<file path="config.mk">
export PLATFORM = sky130hd
export DESIGN_NAME = dmem_portb_streamer
export DESIGN_NICKNAME = d
export VERILOG_FILES = /design/src/rtl/dmem_portb_streamer.sv
export SDC_FILE = /design/constraint.sdc
export NUM_CORES = 1
export LEC_CHECK = 0
export BUFFER_PORTS_ARGS = -buffer_cell sky130_fd_sc_hd__buf_2
export CORE_MARGIN = 3
export CORE_UTILIZATION = 39
export CTS_BUF_LIST = sky130_fd_sc_hd__clkbuf_4 sky130_fd_sc_hd__clkbuf_8
export CTS_CLUSTER_DIAMETER = 100
export DETAILED_ROUTE_END_ITERATION = 8
export GPL_ROUTABILITY_DRIVEN = 0
export GPL_TIMING_DRIVEN = 0
export SLEW_MARGIN = 20
export SYNTH_ARGS = -nofsm -noshare
export SYNTH_HDL_FRONTEND = slang
export SYNTH_SLANG_ARGS = --single-unit
</file>
<file path="constraint.sdc">
create_clock -name clk -period 4 [get_ports clk]
set_input_delay 0.2 -clock clk [delete_from_list [all_inputs] [get_ports clk]]
set_output_delay 0.2 -clock clk [all_outputs]
set_load 0.01 [all_outputs]
</file>
<file path="src/rtl/dmem_portb_streamer.sv">
// dmem_portb_streamer: reads a word region through memory port B and streams it MSB byte first
module dmem_portb_streamer #(
  parameter int ADDR_W = 18,
  parameter int DATA_W = 24,
  parameter int RD_LAT = 1
) (
  input  logic              clk,
  input  logic              rst,
  input  logic              start,
  input  logic              abort,
  input  logic [ADDR_W-1:0] base_addr,
  input  logic [ADDR_W-1:0] length,
  output logic [ADDR_W-1:0] address_b,
  input  logic [DATA_W-1:0] read_data_b,
  output logic [7:0]        out_data,
  output logic              out_valid,
  input  logic              out_ready,
  output logic              busy,
  output logic              done
);
  localparam int NB = DATA_W / 8;
  localparam int BW = (NB > 1) ? $clog2(NB) : 1;
  localparam int LW = $clog2(RD_LAT + 1);
  typedef enum logic [2:0] {IDLE, ISSUE, WAIT, SEND, FIN} state_t;
  state_t            state;
  logic [ADDR_W-1:0] cur_addr, remaining;
  logic [LW-1:0]     lat;
  logic [BW-1:0]     bcnt;
  logic [DATA_W-1:0] shift;
  assign out_data = shift[DATA_W-1 -: 8];
  always_ff @(posedge clk or posedge rst)
    if (rst) begin
      state     <= IDLE;
      cur_addr  <= '0;
      remaining <= '0;
      lat       <= '0;
      bcnt      <= '0;
      shift     <= '0;
      address_b <= '0;
      out_valid <= 1'b0;
      busy      <= 1'b0;
      done      <= 1'b0;
    end else begin
      done <= 1'b0;
      if (state != IDLE && abort) begin
        state     <= IDLE;
        out_valid <= 1'b0;
        busy      <= 1'b0;
      end else
        case (state)
          IDLE: if (start) begin
            busy      <= 1'b1;
            cur_addr  <= base_addr;
            remaining <= length;
            state     <= (length == '0) ? FIN : ISSUE;
            done      <= (length == '0);
            if (length != '0) address_b <= base_addr;
          end
          ISSUE: begin
            lat   <= LW'(RD_LAT);
            state <= WAIT;
          end
          WAIT: if (lat == LW'(1)) begin
            shift     <= read_data_b;
            bcnt      <= BW'(NB - 1);
            out_valid <= 1'b1;
            state     <= SEND;
          end else lat <= lat - 1'b1;
          SEND: if (out_ready) begin
            shift <= shift << 8;
            if (bcnt == '0) begin
              out_valid <= 1'b0;
              cur_addr  <= cur_addr + 1'b1;
              remaining <= remaining - 1'b1;
              // the next word's address is registered on entry to ISSUE
              if (remaining == ADDR_W'(1)) begin
                state <= FIN;
                done  <= 1'b1;
              end else begin
                state     <= ISSUE;
                address_b <= cur_addr + 1'b1;
              end
            end else bcnt <= bcnt - 1'b1;
          end
          FIN: begin
            state <= IDLE;
            busy  <= 1'b0;
          end
          default: state <= IDLE;
        endcase
    end
endmodule

</file>
# Word-level counts from Yosys, hierarchy flattened

Cells that the tools add are included.

Register bits after elaboration: 87
Bits in latches: 0
Memory bits (writable): 0
ROM bits: 0
Bits of input ports: 65
Output and inout bits: 29
Word-level logic and storage cells: 95
Memories kept: 0

Add/sub/neg operators: 4
$mul: 0
Divide/modulo/power cells: 0
$lt $le $gt $ge: 0
Eq/ne operators: 16
Shift-type cells: 0
Multiplexer cells: 45
Bitwise gates (word level): 1
Reduce and logical (&&, ||, !) cells: 19

Operators by type and width:

| kind                                                                  | count |
|---|---|
| 18-bit two-way mux                                                    | 11 |
| 18-bit case mux with 2 select lines                                   | 3 |
| 24-bit two-way mux                                                    | 2 |
| 24-bit case mux with 2 select lines                                   | 1 |
| 3-bit two-way mux                                                     | 7 |
| 18-bit by 1-bit adder with 18-bit output (second input constant)      | 1 |
| 18-bit by 1-bit == test with 1-bit output (second input constant)     | 1 |
| 18-bit zero test                                                      | 1 |
| 18-bit nonzero test                                                   | 1 |
| 18-bit by 1-bit subtractor with 18-bit output (second input constant) | 1 |
| 2-bit inequality test (second input constant)                         | 7 |
| 1-bit two-way mux                                                     | 12 |
| 3-bit inequality test (second input constant)                         | 4 |
| 3-bit case mux with 4 select lines                                    | 1 |
| 4-bit AND reduction                                                   | 3 |
| 5-bit AND reduction                                                   | 2 |
| 3-bit nonzero test                                                    | 3 |
| 1-bit case mux with 2 select lines                                    | 4 |
| 7-bit AND reduction                                                   | 1 |
| 3-bit by 2-bit == test with 1-bit output (second input constant)      | 2 |
| 2-bit two-way mux                                                     | 3 |
| 2-bit nonzero test                                                    | 3 |
| 2-bit case mux with 2 select lines                                    | 1 |
| 2-bit AND reduction                                                   | 2 |
| 8 further kinds                                                       | 8 |

# Depth between registers and ports, before layout

Gate-level depths: netlist of the first run.

Depth in word-level cells: 6
Mapped depth: 9
Gate-level depth less buffers: 7

# Worst setup path before layout of the first run

Ideal clock, no wire load.

Path type: reg2reg
Start: register remaining[2]
End: register address_b[10]
Library setup time: 125 ps
Arrival: 2058 ps
Data required time: 3875 ps
Path slack: 1817 ps
Cell stages (with the launch flop): 10
Path buffers: 4
Period minus slack after synthesis: 2183 ps
Cell sequence: dfrtp_1 > buf_2 > nor4_4 > and3_1 > buf_2 > and4_1 > or3_1 > buf_6 > buf_6 > mux2_4

Word-level cells in the longest chain between the ends: 3

RTL lines:

| element                                   | line | source |
|---|---|---|
| start: declaration                        | 26   | `logic [ADDR_W-1:0] cur_addr, remaining;` |
| start signal: assignment                  | 54   | `remaining <= length;` |
| start signal: assignment                  | 74   | `remaining <= remaining - 1'b1;` |
| 18-bit by 1-bit == test with 1-bit output | 76   | `if (remaining == ADDR_W'(1)) begin` |
| 2-bit inequality test (no source line)    | n/a  |  |
| 7-bit AND reduction (no source line)      | n/a  |  |
| end signal: assignment                    | 57   | `if (length != '0) address_b <= base_addr;` |
| end signal: assignment                    | 81   | `address_b <= cur_addr + 1'b1;` |
| end: declaration                          | 13   | `output logic [ADDR_W-1:0] address_b,` |

No other way between the ends.
A chain may end at the register's enable or synchronous reset.

# Worst setup path in the final report of the first run

Start: register state[2]
End: register address_b[15]

Word-level cells in the longest chain between the ends: 4
Elaborated cells between the ends (all ways): 13
Those cells by class: eq/ne: 6; mux: 1; bitwise: 1; reduce/logical: 5

RTL lines:

| element                                                                     | line | source |
|---|---|---|
| start: declaration                                                          | 25   | `state_t state;` |
| start signal: assignment                                                    | 55   | `state <= (length == '0) ? FIN : ISSUE;` |
| parallel branches: the longest is 4 deep, another holds 7-bit AND reduction | n/a  |  |

Several ways; the timed one is not identified.

==> results of run 1 <==
worst max path at each step:
stage / endpoint / slack [ns]
4_1_cts: address_b[15] / 1.40
3_3_place_gp: remaining[5] / 0.34
2_1_floorplan: address_b[0] / 1.55
6_report: address_b[15] / 1.36
5_1_grt: address_b[12] / 1.24
3_5_place_dp: address_b[15] / 1.43
cell usage after synthesis, types with 8 or more instances:
cell type	instances
buf_4	9
nor2_1	48
mux2_2	12
a31oi_1	27
a22o_1	8
o21ai_0	31
or4_1	9
nand3_1	20
nor3_1	9
a21oi_1	36
dfrtp_1	87
nand2_1	76
mux2_4	8
inv_1	8
o22a_1	8
clkbuf_1	27
metrics by stage:
stage / cell area (µm²) / total power (W)
2_1_floorplan: 4870 / 0.00290
3_3_place_gp: 5550 / 0.00343
3_5_place_dp: 5580 / 0.00349
4_1_cts: 5800 / 0.00416
5_1_grt: 5800 / 0.00446
6_report: 5800 / 0.00415
repair_timing:
action / in CTS / in global routing
gates resized for setup: 0 / 0
hold buffers: 1 / 0
hold endpoints to repair: 20 / 0
critical path: stages, from the launching register on:
cell	delay (ns)
dfrtp_1	0.38
buf_4	0.17
and3b_1	0.21
clkbuf_1	0.25
clkbuf_1	0.44
buf_1	0.59
a31oi_1	0.19
mux2_2	0.30
metal layers:
metal  up-vias  GRT usage (%)
met3        25           3.65
met1      2192           30.1
met4         0           7.84
met5         -              0
li1       2169              -
met2       193           31.4
cell families after synthesis:
logic type | count (synthesis)
AO/OA/AOI/OAI | 151
buffers and inverters | 55
multiplexers | 22
adder cells (fa/ha/maj) | 4
flip-flops | 87
XOR/XNOR | 13
AND/OR/NAND/NOR | 209
power by group through the flow:
stage / combinational, W / sequential (W) / clock, W
4_1_cts: 0.00187 / 0.00162 / 0.000672
2_1_floorplan: 0.00129 / 0.00161 / 0
5_1_grt: 0.00206 / 0.00169 / 0.000709
3_3_place_gp: 0.00181 / 0.00162 / 0
3_5_place_dp: 0.00186 / 0.00163 / 0
6_report: 0.00186 / 0.00163 / 0.000656
flip-flops by register name (all words and copies together), names as in the netlist:
signal / count
out_valid: 1
address_b: 18
done: 1
cur_addr: 18
lat: 1
remaining: 18
state: 3
shift: 24
bcnt: 2
busy: 1
final cells by class:
class	count	share of cell area [%]
sequential	87	37.6
tap	168	3.63
inverter	8	0.604
timing repair buffer	95	8.68
clock inverter	7	1.38
multi-input combinational	399	42.0
clock buffer	9	2.14
buffer	47	3.99
==> reports/qor.yml, run 1 <==
logic_synthesis:
  ys_warn_count: 0
  synth_edf_count: 0
  synth_compound_area_share_pct: 20.1
  ys_ff_latch: 87
  synth_xor_xnor_area_share_pct: 2.34
  syn_nets: 610
  synth_top_area_share_pct: 44.7
  synth_top_flop_cell: "dfrtp_1"
  ys_async_sr_fraction_pct: 100
  syn_avg_cell_area_um2: 9.01
  synthTopCellsByArea: "dfrtp_1, nand2_1, a21oi_1, nor2_1, a31oi_1"
  synth_simple_gate_area_share_pct: 20.9
  synthAdderAreaFrac_pct: 1.03
  syn_area_um2: 4870
  ys_types: 55
  muxShareOfSynthArea_pct: 5.65
  synth_top_family_by_area: "simple AND/OR/NAND/NOR gates"
  yosysTopAreaCell: "dfrtp_1"
  ys_seq_area_share_pct: 44.7
  syn_inst: 541
timing:
  maxSlewViolCount: 0
  whs_ns: 0.0420
  finalWorstSetupSlack_ns: 1.36
  setup_viol: 0
  period_needed_ns: 2.64
  hold_viol_final: 0
  max_freq_mhz: 379
  slew_headroom_pct: 53.3
  finalCritPeriodShare_pct: 66.0
  grt_setup_unrepaired: "false"
  fin_tns_setup_ns: 0
  tightestPinTransition_ns: 0.695
  clock_skew_ns: 0.0170
cts:
  clk_pin_slew_ns: 0.09
  cts_max_level: 3
  cts_tree: "done"
  clk_latency_ns: 0.39
  postCtsSetupRepairBufs: 0
  cts_buffer_depth: 2
  cts_made_buffers: 9
  cts_sinks: 87
  cts_root_buffer: "clkbuf_8"
power:
  p_leak_nw: 2.54
  p_seq_share_pct: 39.2
  irDropWorstVdd_mv: 0.298
  p_comb_share_pct: 45.0
  switching_share_pct: 41.7
  power_switching_w: 0.00173
  p_int_w: 0.00242
  p_per_area_nw_per_um2: 715
  clkPwrFrac_pct: 15.8
floorplanning:
  pin_count: 94
  rows: 40
  core_um2: 12100
  fp.dieW_um: 118
  die_area_um2: 13900
  dieHeight_um: 118
  initial_core_util_pct: 40.2
finish:
  area.sequential_um2: 2180
  final_common_cell: "buf_2"
  area_delta_synth_final_pct: 18.9
  n_antenna_cell: 0
  nFillCells: 1229
  fin_util_pct: 47.9
  fin_nets: 716
  layout-drive-gt1-share_pct: 23.8
  stdcell_count: 820
  multi_input_area_um2: 2440
  most-common-layout-cells: "buf_2, dfrtp_1, nand2_1"
setup_path:
  reg2reg_to: "address_b[15]"
  timing.rr.start: "state[2]"
  startpoint_type: "flip-flop"
  required_ns: 4.27
  end_kind: "flip-flop"
  path_max_fanout: 10
  crit_path_start: "state[2]"
  crit_type: "flip-flop to flip-flop"
  reg2reg_depth: 7
  reg2reg_slack_ns: 1.36
  arrival_ns: 2.91
detailed_routing:
  num_vias: 4579
  detail-route-antenna-nets: 0
  route.met2.wl_um: 6310
  drtIter0Drc: 485
  dr.pass1.iters: 5
  wl_per_cell_um: 17.5
  viasPerCell: 5.58
  met3_length_um: 1110
  routed_wl_um: 14300
  wl_met1_um: 6600
  top_layer_used: "met4"
  drc_errors: 0
global_routing:
  antenna_found_initial: 0
  globalRouteOverflowTotal: 0
  grt_max_degree: 68
  first_global_vias: 4381
  grt_pass1_wl_um: 23300
  grtUsageTotal_pct: 20.9
worst_hold_path:
  whs_path_depth: 2
  hold_path_startpoint: "read_data_b[5]"
  hold_path_class: "primary input to flip-flop"
  hold_path_end: "shift[5]"
placed_design:
  pre_cts_ws_ns: 1.43
  port_buffers: 93
  dp.final_hpwl_um: 10300
  dp.cells: 803
run:
  drv_cap: 0
outcome:
  outcome: "complete, no violations"
(Power assumes the default switching activity.)
==> run 2, diff against run 1 <==
==> constraint.sdc (replaced) <==
create_clock -name clk -period 2.6 [get_ports clk]
set_input_delay 0.13 -clock clk [delete_from_list [all_inputs] [get_ports clk]]
set_output_delay 0.13 -clock clk [all_outputs]
set_load 0.01 [all_outputs]
==> run 2 against run 1 <==
Against the previous run: flip-flop and latch count did not move; via count rose by 1.6%; clock-buffer cell count did not move; sequential power rose by 53%; register-to-register slack got worse by 1.2 ns; combinational power rose by 56%; global-route usage rose by 0.35 points; final cell count rose by 2.7%; design area rose by 3.8%; utilization rose by 1.8 points; hold slack got worse by 0.021 ns; die area did not move; critical endpoint is now remaining[7]; largest power group unchanged.
==> reports/qor.yml, run 2 (synthesized netlist as in run 1, its figures left out) <==
outcome:
  outcome: "complete, no violations"
power:
  irDropWorstVdd_mv: 0.458  # +54%
  p_per_area_nw_per_um2: 1070  # +49%
  p_leak_nw: 2.64  # +3.9%
  power_w: 0.00641  # +55%
finish:
  area_delta_synth_final_pct: 23.5
  layout-drive-gt1-share_pct: 23.3  # -0.48 points
  n_antenna_cell: 0  # unchanged
  most-common-layout-cells: "buf_2, dfrtp_1, nand2_1"
  largest_reg_flops: 24  # unchanged
  top_register: "shift"
  fin_nets: 738  # +3.1%
  fin_util_pct: 49.7  # +1.8 points
  final_common_cell: "buf_2"
  design_area_um2: 6020  # +3.8%
floorplanning:
  fp.dieW_um: 118  # unchanged
  core_um2: 12100  # unchanged
  rows: 40  # unchanged
  dieHeight_um: 118  # unchanged
  die_area_um2: 13900  # unchanged
  initial_core_util_pct: 40.2  # unchanged
  pin_count: 94  # unchanged
setup_path:
  required_ns: 2.87  # -1.40 ns
  arrival_ns: 2.73  # -0.18 ns
  startpoint_type: "flip-flop"
  path_max_fanout: 10  # unchanged
  crit_type: "flip-flop to flip-flop"
  end_kind: "flip-flop"
detailed_routing:
  drtIter0Drc: 472  # -2.7%
  num_vias: 4654  # +1.6%
  detail-route-antenna-nets: 0  # unchanged
  dr.pass1.iters: 5  # unchanged
  routed_wl_um: 14600  # +1.8%
  drc_errors: 0  # unchanged
  viasPerCell: 5.53  # -1.0%
  wl_per_cell_um: 17.3  # -0.86%
cts:
  cts_buffer_depth: 2  # unchanged
  postCtsSetupRepairBufs: 0  # unchanged
  clk_pin_slew_ns: 0.11  # +0.02 ns
  cts_sinks: 87  # unchanged
  cts_tree: "done"
  clk_latency_ns: 0.39  # about the same
  cts_made_buffers: 9  # unchanged
  cts_root_buffer: "clkbuf_8"
  cts_max_level: 3  # unchanged
placed_design:
  dp.final_hpwl_um: 10300  # unchanged
  placed_area_um2: 5580  # unchanged
  port_buffers: 93  # unchanged
timing:
  finalCritPeriodShare_pct: 94.8  # +29 points
  slew_headroom_pct: 55.2  # +1.9 points
  period_needed_ns: 2.46  # -0.176 ns
  setup_viol: 0  # unchanged
  clock_skew_ns: 0.0182  # +0.00126 ns
  tightestPinTransition_ns: 0.672  # -0.0228 ns
  maxSlewViolCount: 0  # unchanged
  whs_ns: 0.0205  # -0.0215 ns
  hold_viol_final: 0  # unchanged
  max_freq_mhz: 406  # +7.1%
  grt_setup_unrepaired: "false"
worst_hold_path:
  hold_path_class: "primary input to flip-flop"
global_routing:
  grtUsageTotal_pct: 21.2  # +0.35 points
  first_global_vias: 4515  # +3.1%
  globalRouteOverflowTotal: 0  # unchanged
  grt_pass1_wl_um: 23800  # +2.1%
  grt_max_degree: 68  # unchanged
  antenna_found_initial: 0  # unchanged
run:
  drv_cap: 0  # unchanged
[run 2: layout make-up]
| class | count | area, µm² |
|---|---|---|
| clock buffers | 9 | 124 |
| clock inverters | 7 | 80.1 |
| well taps | 168 | 210 |
| repair buffers | 117 | 723 |
| flip-flops and latches | 87 | 2180 |
| fillers | 1199 | 6090 |
| plain buffers | 47 | 234 |
| multi-input cells | 399 | 2440 |
| inverters | 8 | 35.0 |
[run 2: power by group]
| group | switching (W) | internal, W |
|---|---|---|
| clock network | 0.000554 | 0.000454 |
| logic | 0.00161 | 0.00129 |
| registers | 0.000507 | 0.00200 |
[run 2: stage by stage]
| step | std cells | setup slack, ns | setup TNS [ns] |
|---|---|---|---|
| 2_1_floorplan | 541 | 0.220 | 0 |
| 3_3_place_gp | 802 | -0.993 | -85.80 |
| 3_5_place_dp | 803 | 0.0294 | 0 |
| 4_1_cts | 842 | 0.00151 | 0 |
| 5_1_grt | 842 | 0.000656 | 0 |
| 6_report | 842 | 0.136 | 0 |
[run 2: path summary, 6_finish.rpt]
| kind | slack [ns] | start | depth (start not counted) | endpoint |
|---|---|---|---|---|
| setup / recovery | 0.14 | state[1] | 6 | remaining[7] |
| hold / removal | 0.02 | read_data_b[13] | 3 | shift[13] |
| max in group asynchronous | 1.77 | rst | 4 | state[0] |
| min in group asynchronous | 0.24 | rst | 3 | cur_addr[17] |
| setup reg to reg | 0.14 | state[1] | 6 | remaining[7] |
| hold reg to reg | 0.48 | shift[1] | 2 | shift[1] |
[run 2: routing by layer]
layer  GRT usage (%)  vias up  share of wire, %
met2            32.7      196                44
met5               0        -                 0
li1                -     2219                 -
met4            7.84        0               2.1
met3            3.84       22               7.7
met1            30.0     2217                46
[run 2: critical path, stage by stage (launching register included)]
cell	delay [ns]
dfrtp_1	0.45
clkbuf_1	0.26
nand3b_1	0.32
clkbuf_1	0.45
clkbuf_1	0.51
o21ai_0	0.22
o2bb2ai_1	0.16
[run 2: repair_timing]
| action | in CTS | in global routing |
|---|---|---|
| hold buffers | 23 | 0 |
| setup endpoints to repair | 0 | 22 |
| endpoints found under the hold margin | 42 | 0 |
| resized for setup | 0 | 2 |
